<file path="src/rtl/compare_ctrl.sv">
// Sequencer for a serial 32-bit magnitude comparator: accept a pair, run the
// comparator with a timeout, and hold the captured result until it is consumed.
module compare_ctrl #(
  parameter int unsigned TIMEOUT = 40,
  parameter int unsigned CW      = 16
) (
  input  logic          clk,
  input  logic          rst,
  input  logic          in_valid,
  output logic          in_ready,
  input  logic [31:0]   in_a,
  input  logic [31:0]   in_b,
  output logic [31:0]   cmp_a,
  output logic [31:0]   cmp_b,
  output logic          cmp_start,
  output logic          cmp_rst,
  input  logic          cmp_done,
  input  logic          cmp_l,
  input  logic          cmp_e,
  input  logic          cmp_g,
  output logic          out_valid,
  input  logic          out_ready,
  output logic          out_l,
  output logic          out_e,
  output logic          out_g,
  output logic          out_err,
  output logic [CW-1:0] done_cnt
);

  localparam int unsigned WW = $clog2(TIMEOUT + 1);
  localparam logic [WW-1:0] WLAST = WW'(TIMEOUT - 1);

  typedef enum logic [1:0] {
    IDLE = 2'd0,
    LOAD = 2'd1,
    RUN  = 2'd2,
    HOLD = 2'd3
  } state_t;

  state_t        state_q, state_d;
  logic [31:0]   a_q, a_d;
  logic [31:0]   b_q, b_d;
  logic [WW-1:0] wait_q, wait_d;
  logic [3:0]    res_q, res_d;
  logic [CW-1:0] cnt_q, cnt_d;
  logic          onehot;

  assign onehot = ( cmp_l & ~cmp_e & ~cmp_g) |
                  (~cmp_l &  cmp_e & ~cmp_g) |
                  (~cmp_l & ~cmp_e &  cmp_g);

  always_ff @(posedge clk or negedge rst) begin
    if (!rst) begin
      state_q <= IDLE;
      a_q     <= '0;
      b_q     <= '0;
      wait_q  <= '0;
      res_q   <= '0;
      cnt_q   <= '0;
    end else begin
      state_q <= state_d;
      a_q     <= a_d;
      b_q     <= b_d;
      wait_q  <= wait_d;
      res_q   <= res_d;
      cnt_q   <= cnt_d;
    end
  end

  always_comb begin
    state_d = state_q;
    a_d     = a_q;
    b_d     = b_q;
    wait_d  = wait_q;
    res_d   = res_q;
    cnt_d   = cnt_q;
    unique case (state_q)
      IDLE: begin
        if (in_valid) begin
          a_d     = in_a;
          b_d     = in_b;
          state_d = LOAD;
        end
      end
      LOAD: begin
        wait_d  = '0;
        state_d = RUN;
      end
      RUN: begin
        wait_d = wait_q + 1'b1;
        // done wins over a timeout landing on the same cycle
        if (cmp_done) begin
          res_d   = {cmp_l, cmp_e, cmp_g, ~onehot};
          state_d = HOLD;
        end else if (wait_q == WLAST) begin
          res_d   = 4'b0001;
          state_d = HOLD;
        end
      end
      HOLD: begin
        if (out_ready) begin
          cnt_d   = cnt_q + 1'b1;
          res_d   = '0;
          state_d = IDLE;
        end
      end
    endcase
  end

  // comparator is kept in reset whenever it is not running
  assign in_ready  = (state_q == IDLE);
  assign out_valid = (state_q == HOLD);
  assign cmp_rst   = (state_q != RUN);
  assign cmp_start = (state_q == LOAD) ||
                     ((state_q == RUN) && (wait_q == '0));
  assign cmp_a     = a_q;
  assign cmp_b     = b_q;
  assign {out_l, out_e, out_g, out_err} = res_q;
  assign done_cnt  = cnt_q;

endmodule

</file>
<file path="config.mk">
export PLATFORM = sky130hd
export DESIGN_NAME = compare_ctrl
export DESIGN_NICKNAME = d
export VERILOG_FILES = /design/src/rtl/compare_ctrl.sv
export SDC_FILE = /design/constraint.sdc
export NUM_CORES = 1
export LEC_CHECK = 0
export BUFFER_PORTS_ARGS = -buffer_cell sky130_fd_sc_hd__buf_4
export CORE_MARGIN = 8
export CORE_UTILIZATION = 48
export DETAILED_ROUTE_END_ITERATION = 10
export PLACE_DENSITY = 0.79
export RECOVER_POWER = 50
export SETUP_SLACK_MARGIN = 0.15
export SYNTH_ARGS = -nofsm -noshare
export SYNTH_HDL_FRONTEND = slang
export SYNTH_SLANG_ARGS = --single-unit
</file>
<file path="constraint.sdc">
create_clock -name clk -period 1.9 [get_ports clk]
set_input_delay 0.19 -clock clk [delete_from_list [all_inputs] [get_ports clk]]
set_output_delay 0.19 -clock clk [all_outputs]
set_load 0.02 [all_outputs]
</file>
==> flow_summary.html <==
<table>
<tr><th>Metric</th><th>Value</th></tr>
<tr><th colspan="2">Logic synthesis</th></tr>
<tr><td>Synthesized area per cell</td><td>14.0 um^2</td></tr>
<tr><td>Most used flip-flop cell after synthesis</td><td>dfrtp_1</td></tr>
<tr><td>Number of enable-type register cells in the synthesized netlist</td><td>0</td></tr>
<tr><td>Number of synthesis warnings</td><td>0</td></tr>
<tr><td>Post-Synthesis Cells</td><td>269</td></tr>
<tr><td>Fraction of the yosys area taken by sequential cells</td><td>0.610</td></tr>
<tr><td>Net count after synthesis</td><td>about 350</td></tr>
<tr><td>Share of flip-flops with an asynchronous set or reset</td><td>1.00</td></tr>
<tr><td>Post-synth design cell area</td><td>0.00377 mm^2</td></tr>
<tr><td>Post-synthesis cell type count</td><td>30</td></tr>
<tr><td>Number of synthesized register bits</td><td>92</td></tr>
<tr><th colspan="2">Clock tree</th></tr>
<tr><td>TritonCTS buffer count</td><td>9</td></tr>
<tr><td>Skew-Pair Late Insertion Delay</td><td>between 0.3 and 0.4 ns</td></tr>
<tr><td>Buffers inserted during post-CTS setup optimization</td><td>0</td></tr>
<tr><td>CTS root buf</td><td>clkbuf_8</td></tr>
<tr><td>Maximum buffer depth of the clock tree</td><td>2</td></tr>
<tr><td>Number of H-tree levels</td><td>3</td></tr>
<tr><td>Sinks on the clock net</td><td>92</td></tr>
<tr><td>Clock tree from TritonCTS</td><td>yes</td></tr>
<tr><td>Clock-pin slew on the worst setup and hold paths</td><td>roughly 0.090 ns</td></tr>
<tr><th colspan="2">GRT</th></tr>
<tr><td>Maximum number of pins on one net before global-route repair</td><td>42</td></tr>
<tr><td>Total grt overflow</td><td>0</td></tr>
<tr><td>Vias in the first global route</td><td>about 2900</td></tr>
<tr><td>First-pass GRT wire length</td><td>~15000 um</td></tr>
<tr><td>Antenna violations before repair</td><td>0</td></tr>
<tr><td>Total Routing Usage GR</td><td>0.167</td></tr>
<tr><th colspan="2">Die</th></tr>
<tr><td>Count of pins on the block boundary</td><td>between 150 and 200</td></tr>
<tr><td>Floorplan die height</td><td>roughly 100 um</td></tr>
<tr><td>Starting density of the core</td><td>0.491</td></tr>
<tr><td>Site row count</td><td>32</td></tr>
<tr><td>Die Wd</td><td>105 um</td></tr>
<tr><td>Full die area</td><td>~0.011 mm^2</td></tr>
<tr><td>Core area</td><td>a little under 0.008 mm^2</td></tr>
<tr><th colspan="2">Layout</th></tr>
<tr><td>Fraction of final layout cells with drive strength greater than 1</td><td>0.476</td></tr>
<tr><td>Antenna Diode Count</td><td>0</td></tr>
<tr><td>Final layout net count</td><td>~520</td></tr>
<tr><td>Area growth from synthesis to layout</td><td>37.5%</td></tr>
<tr><td>Most common library cell in the layout ignoring fill and taps</td><td>buf_4</td></tr>
<tr><td>Highest-count cells in the layout ignoring fill and taps</td><td>buf_4 (117), dfrtp_1 (91), mux2_2 (65)</td></tr>
<tr><th colspan="2">Route</th></tr>
<tr><td>Overall via count from detail_route</td><td>~2700</td></tr>
<tr><td>Number of DRC violations after detailed-routing iteration 0</td><td>62</td></tr>
<tr><td>Number of nets with antenna violations after detailed routing</td><td>0</td></tr>
<tr><td>Routed wire per std cell</td><td>between 15 and 20 um</td></tr>
<tr><td>DR DRC count</td><td>0</td></tr>
<tr><td>Total routed wirelength</td><td>8980 um</td></tr>
<tr><td>Via count normalized by instance count</td><td>roughly 5.0</td></tr>
<tr><td>TritonRoute pass-1 iters</td><td>4</td></tr>
<tr><th colspan="2">Placement</th></tr>
<tr><td>Global placer's final weighted congestion</td><td>0.830</td></tr>
<tr><td>Final HPWL from detailed placement</td><td>6980 um</td></tr>
<tr><td>Number of input and output port buffers inserted</td><td>159</td></tr>
<tr><th colspan="2">Worst setup path</th></tr>
<tr><td>Startpoint Class</td><td>flip-flop</td></tr>
<tr><td>Arrival time of data at the critical path endpoint</td><td>~1.5 ns</td></tr>
<tr><td>Endpoint type of the worst setup path</td><td>output port</td></tr>
<tr><td>Crit-path max FO</td><td>7</td></tr>
<tr><td>Required time of the worst setup path</td><td>approximately 1.7 ns</td></tr>
<tr><td>Category of the most critical setup path</td><td>reg -&gt; out</td></tr>
<tr><th colspan="2">STA</th></tr>
<tr><td>Maximum operating frequency</td><td>584 MHz</td></tr>
<tr><td>Part of the cycle the worst path needs</td><td>0.901</td></tr>
<tr><td>Count of pins over their slew limit</td><td>0</td></tr>
<tr><td>Worst-case hold slack</td><td>approximately 0.064 ns</td></tr>
<tr><td>Clock Skews</td><td>0.0101 ns</td></tr>
<tr><td>Final number of hold-violating endpoints</td><td>0</td></tr>
<tr><td>Max-slew headroom</td><td>0.299</td></tr>
<tr><td>Transition at the pin with the smallest max-transition slack</td><td>1.05 ns</td></tr>
<tr><td>Setup TNS</td><td>0 ns</td></tr>
<tr><td>Final Critical Period</td><td>around 1.7 ns</td></tr>
<tr><td># setup viols final</td><td>0</td></tr>
<tr><td>RSZ-0062 raised after global routing</td><td>yes</td></tr>
<tr><th colspan="2">Power</th></tr>
<tr><td>Lkg Pwr</td><td>~2.4 nW</td></tr>
<tr><td>P per Cell Area</td><td>1620 mW/mm^2</td></tr>
<tr><td>Largest vdd supply drop</td><td>0.916 mV</td></tr>
<tr><th colspan="2">Flow run</th></tr>
<tr><td>Max_cap viols</td><td>0</td></tr>
<tr><th colspan="2">Min path</th></tr>
<tr><td>Worst hold path type</td><td>in -&gt; reg</td></tr>
<tr><th colspan="2">Status</th></tr>
<tr><td>Result of the run</td><td>complete, no violations</td></tr>
</table>
-- synthesized netlist by cell type (all sizes together) (2+ instances only) --
library cell,instances,area share
dfrtp,92,0.61
mux2,67,0.20
inv,14,0.014
xnor2,11,0.026
nand2,10,0.010
nand3,9,0.012
o21ai,9,0.012
ha,8,0.027
buf,7,0.0093
nand4,7,0.016
nor2,7,0.0070
xor2,6,0.014
a21oi,4,0.0053
and3,2,0.0033
nor2b,2,0.0033
o22ai,2,0.0033
-- flip-flops by register name, indices dropped and copies added (netlist names) --
register / cells
cmp_a: 32
cmp_b: 32
done_cnt: 16
res_q: 4
state_q: 2
wait_q: 6
-- where the power goes --
group          internal (mW)  switching (mW)
clock network          0.514           0.670
logic                   1.74            2.22
registers               2.79           0.476
total                   5.04            3.36
-- routing by layer --
metal	GRT usage	vias to the layer above	wire length (um)
met5	0	-	0
met4	0.0336	0	46
met3	0.0571	6	651
met2	0.283	100	4460
met1	0.202	1351	3820
li1	-	1270	-
-- logic make-up after synthesis --
family,after synthesis,share of synthesized area
AO/OA/AOI/OAI,18,0.0299
XOR/XNOR,17,0.0395
multiplexers,67,0.200
flip-flops,92,0.610
buffers and inverters,22,0.0242
adder cells (fa/ha/maj),8,0.0265
AND/OR/NAND/NOR,45,0.0693
-- worst paths after layout --
check	from	slack [ns]	endpoint	cells past startpoint
setup / recovery	state_q[0]	0.19	cmp_start	5
hold / removal	in_a[28]	0.06	cmp_a[28]	2
setup reg to reg	state_q[1]	0.25	done_cnt[13]	5
hold reg to reg	done_cnt[15]	0.50	done_cnt[15]	1
max in group asynchronous	rst	0.45	cmp_b[20]	3
min in group asynchronous	rst	0.55	cmp_b[0]	2
-- critical path, cell delays in order (launching register included) --
cell and delay [ns]:
dfrtp_1 0.41, inv_2 0.08, ha_4 0.19, buf_4 0.15, a41o_1 0.18, buf_4 0.16
-- through the flow --
step                      area [um^2]  utilization  power, mW  setup slack (ns)  instances
final                            5180        0.674       8.40             0.189        545
after global routing             5180        0.674       8.92            0.0973        545
after CTS                        5350        0.695       8.89             0.133        545
after detailed placement         5140        0.668       7.68             0.163        528
after global placement           5140        0.668       7.55             0.236        528
after floorplan                  3770            -       5.69             0.222        269
-- final cells by class --
| class | count | area [um^2] |
|---|---|---|
| fill | 627 | 2500 |
| sequential | 92 | 2300 |
| multi-input combinational | 155 | 1400 |
| timing repair buffer | 166 | 1120 |
| clock buffer | 11 | 141 |
| tap | 102 | 128 |
| inverter | 14 | 52.6 |
| clock inverter | 5 | 37.5 |
-- repair_timing --
| item | in CTS | in global routing |
|---|---|---|
| gates resized for setup | 3 | 4 |
| pin swaps | 0 | 1 |
| setup endpoints to repair | 2 | 18 |
| endpoints found under the hold margin | 39 | 0 |
| hold buffers | 1 | 0 |
No activity file was read; power rests on OpenSTA's default activity.
